[src/rtl/ex_muldiv_seq.sv]
// ex_muldiv_seq: iterative RV32M multiply/divide sequencer for EX.
// Stalls EX for XLEN shift-add / restoring-divide steps, then pulses done.
module ex_muldiv_seq #(
    parameter int XLEN = 32
) (
    input  logic            clk,
    input  logic            rst,
    input  logic            req_valid,
    input  logic [2:0]      req_funct3,
    input  logic [XLEN-1:0] req_a,
    input  logic [XLEN-1:0] req_b,
    input  logic            kill,
    output logic            stall,
    output logic            busy,
    output logic            done,
    output logic [XLEN-1:0] result
);

    localparam int CW = $clog2(XLEN);

    localparam logic [1:0] S_IDLE = 2'd0;
    localparam logic [1:0] S_RUN  = 2'd1;
    localparam logic [1:0] S_DONE = 2'd2;

    logic [1:0]      state_q, state_d;
    logic [CW-1:0]   cnt_q, cnt_d;
    logic [2:0]      f3_q, f3_d;
    logic            sa_q, sa_d;
    logic            sb_q, sb_d;
    logic [XLEN-1:0] acc_q, acc_d;
    logic [XLEN-1:0] lo_q, lo_d;
    logic [XLEN-1:0] opb_q, opb_d;
    logic [XLEN-1:0] res_q, res_d;

    logic            st_idle, st_run, st_done;
    logic            accept;
    logic            is_div, sgn_a, sgn_b;
    logic [XLEN-1:0] mag_a, mag_b;
    logic [XLEN-1:0] min_neg;
    logic [XLEN:0]   mul_sum;
    logic [XLEN:0]   div_r;
    logic [XLEN+1:0] div_diff;
    logic            div_ge;
    logic [XLEN-1:0] step_acc, step_lo;
    logic [2*XLEN-1:0] prod, prod_fix;
    logic [XLEN-1:0] quo_fix, rem_fix;
    logic [XLEN-1:0] fin_res;

    assign st_idle = (state_q == S_IDLE);
    assign st_run  = (state_q == S_RUN);
    assign st_done = (state_q == S_DONE);
    assign accept  = st_idle & req_valid & ~kill;

    assign stall  = accept | st_run;
    assign busy   = st_run | st_done;
    assign done   = st_done & ~kill;
    assign result = res_q;

    assign min_neg = {1'b1, {(XLEN-1){1'b0}}};

    // Request decode: operand signedness and magnitudes
    always_comb begin
        is_div = req_funct3[2];
        sgn_a  = 1'b0;
        sgn_b  = 1'b0;
        unique case (req_funct3)
            3'd1, 3'd4, 3'd6: begin
                sgn_a = req_a[XLEN-1];
                sgn_b = req_b[XLEN-1];
            end
            3'd2:    sgn_a = req_a[XLEN-1];
            default: ;
        endcase
        mag_a = sgn_a ? -req_a : req_a;
        mag_b = sgn_b ? -req_b : req_b;
    end

    // One iteration step plus final sign fix-up and result select
    always_comb begin
        mul_sum  = {1'b0, acc_q} + (lo_q[0] ? {1'b0, opb_q} : '0);
        div_r    = {acc_q, lo_q[XLEN-1]};
        div_diff = {1'b0, div_r} - {2'b00, opb_q};
        div_ge   = ~div_diff[XLEN+1];
        if (f3_q[2]) begin
            step_acc = div_ge ? div_diff[XLEN-1:0] : div_r[XLEN-1:0];
            step_lo  = {lo_q[XLEN-2:0], div_ge};
        end else begin
            step_acc = mul_sum[XLEN:1];
            step_lo  = {mul_sum[0], lo_q[XLEN-1:1]};
        end
        prod     = {step_acc, step_lo};
        prod_fix = (sa_q ^ sb_q) ? -prod : prod;
        quo_fix  = (sa_q ^ sb_q) ? -step_lo : step_lo;
        rem_fix  = sa_q ? -step_acc : step_acc;
        unique case (f3_q)
            3'd0:             fin_res = prod_fix[XLEN-1:0];
            3'd1, 3'd2, 3'd3: fin_res = prod_fix[2*XLEN-1:XLEN];
            3'd4, 3'd5:       fin_res = quo_fix;
            default:          fin_res = rem_fix;
        endcase
    end

    // Next-state logic: accept, iterate, complete, kill
    always_comb begin
        state_d = state_q;
        cnt_d   = cnt_q;
        f3_d    = f3_q;
        sa_d    = sa_q;
        sb_d    = sb_q;
        acc_d   = acc_q;
        lo_d    = lo_q;
        opb_d   = opb_q;
        res_d   = res_q;
        unique case (state_q)
            S_IDLE: begin
                if (accept) begin
                    f3_d  = req_funct3;
                    sa_d  = sgn_a;
                    sb_d  = sgn_b;
                    acc_d = '0;
                    lo_d  = mag_a;
                    opb_d = mag_b;
                    cnt_d = '0;
                    if (is_div && req_b == '0) begin
                        res_d   = req_funct3[1] ? req_a : '1;
                        state_d = S_DONE;
                    end else if (is_div && !req_funct3[0] &&
                                 req_a == min_neg && req_b == '1) begin
                        res_d   = req_funct3[1] ? '0 : min_neg;
                        state_d = S_DONE;
                    end else begin
                        state_d = S_RUN;
                    end
                end
            end
            S_RUN: begin
                if (kill) begin
                    state_d = S_IDLE;
                end else begin
                    acc_d = step_acc;
                    lo_d  = step_lo;
                    cnt_d = cnt_q + CW'(1);
                    if (cnt_q == CW'(XLEN-1)) begin
                        res_d   = fin_res;
                        state_d = S_DONE;
                    end
                end
            end
            default: state_d = S_IDLE;
        endcase
    end

    // State and datapath registers
    always_ff @(posedge clk or negedge rst) begin
        if (!rst) begin
            state_q <= S_IDLE;
            cnt_q   <= '0;
            f3_q    <= '0;
            sa_q    <= 1'b0;
            sb_q    <= 1'b0;
            acc_q   <= '0;
            lo_q    <= '0;
            opb_q   <= '0;
            res_q   <= '0;
        end else begin
            state_q <= state_d;
            cnt_q   <= cnt_d;
            f3_q    <= f3_d;
            sa_q    <= sa_d;
            sb_q    <= sb_d;
            acc_q   <= acc_d;
            lo_q    <= lo_d;
            opb_q   <= opb_d;
            res_q   <= res_d;
        end
    end

endmodule

[config.mk]
export PLATFORM = sky130hd
export DESIGN_NAME = ex_muldiv_seq
export DESIGN_NICKNAME = d
export VERILOG_FILES = /design/src/rtl/ex_muldiv_seq.sv
export SDC_FILE = /design/constraint.sdc
export NUM_CORES = 1
export LEC_CHECK = 0
export CORE_ASPECT_RATIO = 1.4
export CORE_UTILIZATION = 45
export DETAILED_ROUTE_END_ITERATION = 10
export PLACE_DENSITY = 0.69
export SYNTH_ARGS = -nofsm -noshare
export SYNTH_HDL_FRONTEND = slang
export SYNTH_SLANG_ARGS = --single-unit
[constraint.sdc]
create_clock -name clk -period 5.1 [get_ports clk]
set_input_delay 1.02 -clock clk [delete_from_list [all_inputs] [get_ports clk]]
set_output_delay 1.02 -clock clk [all_outputs]
set_load 0.01 [all_outputs]
Word-level counts from Yosys, hierarchy flattened:

Index checks and enable logic that the tools add are counted.

* register bits after elaboration: 140
* input bits: 71
* output and inout port bits: 35
* logic and storage cells: 96

* add/sub/neg operators: 8
* equal/unequal tests: 19
* mux-type cells: 35
* bitwise operators: 8
* reduce and logical (&&, ||, !) cells: 17

Operators with widths (count)
* 32-bit 2-to-1 mux: 19
* 32-bit case mux with 2 select lines: 3
* 32-bit negator: 4
* 32-bit case mux with 3 select lines: 1
* 32-bit equality test, second input constant: 2
* 64-bit 2-to-1 mux: 1
* 64-bit negator: 1
* 33-bit by 32-bit subtractor with 34-bit output: 1
* 32-bit by 32-bit adder with 33-bit output: 1
* 32-bit zero test: 1
* 3-bit equality test, second input constant: 4
* 2-bit 2-to-1 mux: 5
* 5-bit 2-to-1 mux: 2
* 5-bit case mux with 2 select lines: 1
* 3-bit by 2-bit equality test with 1-bit output, second input constant: 3
* 3-bit by 1-bit equality test with 1-bit output, second input constant: 2
* 3-bit OR reduction: 2
* 5-bit by 1-bit adder with 5-bit output, second input constant: 1
* 5-bit equality test, second input constant: 1
* 5-bit AND reduction: 1
* 1-bit logical AND: 4
* 2-bit by 1-bit != test with 1-bit output, second input constant: 2
* 2-bit case mux with 2 select lines: 1
* 2-bit AND reduction: 2
* 17 further kinds: 22

Depth between registers and ports, before layout:

* word-level depth: 9
* gate-level depth with buffers: 24
* mapped depth without buffers: 22

Worst setup path before layout:

Ideal clock, no wire load.

* path type: flip-flop to flip-flop
* start point: reg f3_q[2]
* end point: reg res_q[12] (netlist: result[12])
* setup time: 0.142 ns
* arrival time: 4.929 ns
* data required time: 4.958 ns
* path slack: 0.029 ns
* cell stages (with the launch flop): 22
* path buffers: 8
* clock period less this slack: 5.071 ns
* cells stage by stage: dfrtp_1 > buf_2 > buf_1 > buf_2 > buf_2 > buf_2 > buf_1 > clkbuf_1 > clkbuf_1 > mux2i_1 > ha_1 > o211a_1 > and3_1 > nand3_1 > a211oi_1 > and3_1 > nand2_1 > o21ai_0 > o22ai_1 > nor3_1 > or2_1 > o221ai_1

* cells in the longest elaborated chain, start to end: 7
* elaborated cells on any way between the ends: 20
* classes of those cells: add/sub: 3; eq/ne: 5; mux: 9; reduce/logical: 3

RTL lines
* start: declaration: RTL line 27 `logic [2:0] f3_q, f3_d;`
* start signal: assignment: RTL line 158 `f3_q <= '0;`
* start signal: assignment: RTL line 168 `f3_q <= f3_d;`
* 32-bit 2-to-1 mux: RTL line 84 `if (f3_q[2]) begin`
* 64-bit negator, or another cell as far along: RTL line 92 `prod_fix = (sa_q ^ sb_q) ? -prod : prod;`
* 64-bit 2-to-1 mux, or another cell as far along: RTL line 92
* 32-bit case mux with 3 select lines *: RTL line 95 `unique case (f3_q)`
* 32-bit 2-to-1 mux *: RTL line 143 `if (cnt_q == CW'(XLEN-1)) begin`
* 32-bit 2-to-1 mux *: RTL line 137 `if (kill) begin`
* 32-bit case mux with 2 select lines *: RTL line 114 `unique case (state_q)`
* end signal: assignment: RTL line 174 `res_q <= res_d;`
* end: declaration: RTL line 33 `logic [XLEN-1:0] res_q, res_d;`

Every way passes the cells marked *; elsewhere a longest branch is shown, timed or not. The select of a mux whose other input is x is not followed.
A chain may end at the register's enable or synchronous reset.

Final worst setup path:

* start point: reg opb_q[14]
* end point: reg res_q[30] (netlist: result[30])

* cells in the longest elaborated chain, start to end: 9
* elaborated cells on any way between the ends: 17
* classes of those cells: add/sub: 5; mux: 11; bitwise: 1

RTL lines
* start: declaration: RTL line 32 `logic [XLEN-1:0] opb_q, opb_d;`
* start signal: assignment: RTL line 173 `opb_q <= opb_d;`
* 33-bit by 32-bit subtractor with 34-bit output / 32-bit 2-to-1 mux (equally long branches): RTL line 82, 80
* 32-bit 2-to-1 mux, or another cell as far along: RTL line 85 `step_acc = div_ge ? div_diff[XLEN-1:0] : div_r[XLEN-1:0];`
* 32-bit 2-to-1 mux: RTL line 84
* 64-bit negator, or another cell as far along: RTL line 92
* 64-bit 2-to-1 mux, or another cell as far along: RTL line 92
* 32-bit case mux with 3 select lines *: RTL line 95
* 32-bit 2-to-1 mux *: RTL line 143
* 32-bit 2-to-1 mux *: RTL line 137
* 32-bit case mux with 2 select lines *: RTL line 114

Marked as above.

==> impl_metrics.ini <==
[placed_design]
dp_hpwl_um = 52360
place.port_buffers = 105
post-place-ws_ns = 0.06824
globalplace.congestion = 1.067
place_area_sq_um = 18000

[sta]
slew_violations = 0
period_needed_ns = 4.873
relSlewSlack_pct = 19.21
finalSetupTns_ns = 0
worstMarginPinSlew_ns = 1.199
final_hold_viol_count = 0
post-route-period-util_pct = 95.55
setup_viol = 0
rsz0062_at_grt = no
max_freq_mhz = 205.2
fin_skew_ns = 0.01115
worst_slack_ns = 0.2271

[floorplanning]
io_pins = 106
die_width_um = 159.5
dieArea_sq_um = 35490
die_h_um = 222.5
core.rowCount = 80
coreArea_sq_um = 34130
initial_utilization_pct = 45.79

[detailed_routing]
vias_per_cell = 6.407
vias = 17400
finalWirelength_um = 67150
firstDrtPassIters = 6
drt_iter0_drc = 1585
wl_per_cell_um = 24.73
detail-route-antenna-nets = 0
drc = 0

[logic_synthesis]
yosysSeqAreaShare_pct = 22.42
syn-num-nets = 2240
synth_edf_count = 0
syn_area_sq_um = 15630
ys_warn_count = 0
avgSynthCellArea_sq_um = 7.467
synthArstFlopShare_pct = 100.0
ys_ff_latch = 140
synthCells = 2093
synthFlopType = dfrtp_1
synth_cell_types = 117

[power]
powerDensity_nw_per_um2 = 718.4
leakage_nw = 7.876
ir_drop_mv = 0.3185
finalPower_mw = 13.38

[clock_tree]
cts_root_buf = clkbuf_16
tritoncts = built
cts_buffers = 17
clock_path_buffers = 2
cts_sinks = 140
clk_latency_ns = 0.46
cts_htree_levels = 4
clkTransAtPathRegs_ns = 0.06

[global_route]
grt-ovfl-total = 0
grt_pass1_wl_um = 102000
grt_pass1_vias = 17050
grt_antenna_before_repair = 1
grt_start_max_net_pins = 84
grt_usage_pct = 37.93

[finish]
area_delta_synth_final_pct = 19.13
layout-drive-gt1-share_pct = 12.33
nets = 2398
final_common_cell = nand2_1
mostFrequentLayoutCells = nand2_1, o21ai_0, a21oi_1
final_area_sq_um = 18620

[outcome]
status = finished clean

[critical_path]
slowest_stage = or4_4
endpoint_kind = flip-flop
critPathTopFamily = simple AND/OR/NAND/NOR gates
slowest_delay_ns = 0.50
path_max_fanout = 13
crit_buf_inv = 3
worstPathCellList = inv_1 -> ha_1 -> nand4_2 -> or3_4 -> a211oi_2 -> o21ai_4 -> buf_4 -> nand2_4 -> buf_12 -> mux2i_1 -> o21ai_1 -> nor4_4 -> nand3_2 -> or4_4 -> mux2_4 -> a211o_1 -> a31oi_1
worst-setup-path-type = reg -> reg
crit_arrival_ns = 5.25
crit_path_start_kind = flip-flop
worstPathRequired_ns = 5.48

[min_path]
hold_path.class = reg -> reg

[job]
max_cap_violations = 0
==> per-layer routing <==
| layer | vias to the layer above | global-route usage [%] | part of all wire (%) | routed length (um) |
|---|---|---|---|---|
| li1 | 8016 | - | - | - |
| met1 | 8277 | 41.41 | 37 | 24650 |
| met2 | 840 | 63.22 | 47 | 31460 |
| met3 | 262 | 6.422 | 6.4 | 4286 |
| met4 | 0 | 33.87 | 10 | 6756 |
| met5 | - | 0 | 0 | 0 |
==> power breakdown <==
group | internal [mW] | switching [mW] | total, mW
registers | 1.54 | 0.623 | 2.16
clock network | 0.690 | 0.540 | 1.23
logic | 3.87 | 6.11 | 9.98
==> stage by stage <==
step                instances  util, %  hold slack (ns)
floorplan                2093        -           0.4453
global placement         2681    52.73           0.4556
detailed placement       2681    52.73           0.4722
CTS                      2712    54.35           0.4874
global route             2715    54.55           0.4995
finish                   2715    54.55           0.4832
==> cell families after synthesis <==
group	share of synthesized area, %
AND/OR/NAND/NOR	22.94
multiplexers	3.434
adder cells (fa/ha/maj)	6.180
flip-flops	22.42
XOR/XNOR	8.350
buffers and inverters	5.356
AO/OA/AOI/OAI	31.33
==> layout make-up <==
class,instances,area [sq um]
antenna,1,2.502
clock buffer,20,456.7
clock inverter,11,96.34
fill,3318,15510
inverter,72,270.3
multi-input combinational,1751,11370
sequential,140,3508
tap,451,564.3
timing repair buffer,269,2350
==> worst reg2reg max path: cells and delay by family, from the launching register on <==
kind / cells / cell delay (ns)
flops: 1 / 0.44
mux: 2 / 0.56
fa+ha+maj: 1 / 0.49
simple gates: 6 / 1.84
compound gates: 5 / 1.02
buf+inv: 3 / 0.44
==> final timing paths <==
check,from,end,slack (ns),cells after the start
setup / recovery,opb_q[14],result[30],0.23,17
hold / removal,result[7],result[7],0.48,1
setup reg to reg,opb_q[14],result[30],0.23,17
hold reg to reg,result[7],result[7],0.48,1
max in group asynchronous,rst,f3_q[2],3.54,2
min in group asynchronous,rst,result[21],0.67,1
==> synth_stat cells (all sizes together) (9+ instances only) <==
master  number  area (sq um)
xnor2       75         656.9
clkbuf      93         351.6
nand3       43         220.2
a211oi      17         160.2
inv         71         266.5
xor2        74         648.1
o41ai       10         95.10
nor3        64         336.6
o21a        23         172.7
o211ai      21         157.7
o22ai       17         112.6
o21ai      231          1171
o31ai       29         217.7
a21o        34         255.2
nor2b        9         56.30
nor3b        9         67.56
and2        45         281.5
and3        11         73.82
nor4        23         195.2
nor2       169         636.9
nand2      246         938.4
ha          74         925.9
or3         16         105.1
nand4       38         244.0
o221ai      15         143.9
dfrtp      140          3503
a31oi       35         231.5
buf         37         215.2
a21oi      182         933.4
mux2i       45         454.2
a22o        14         122.6
a221oi      12         117.6
nand2b      18         112.6
==> state kept, by name, indices dropped and copies added, names as in the netlist <==
signal	count
opb_q	32
sa_q	1
sb_q	1
state_q	2
cnt_q	5
f3_q	3
result	32
acc_q	32
lo_q	32
==> timing repair <==
action,4_1_cts,5_1_grt
resized for setup,0,8
hold buffers,0,0
endpoints found under the setup margin,0,14
buffers inserted,0,2
Power figures use the tool's default switching activity.
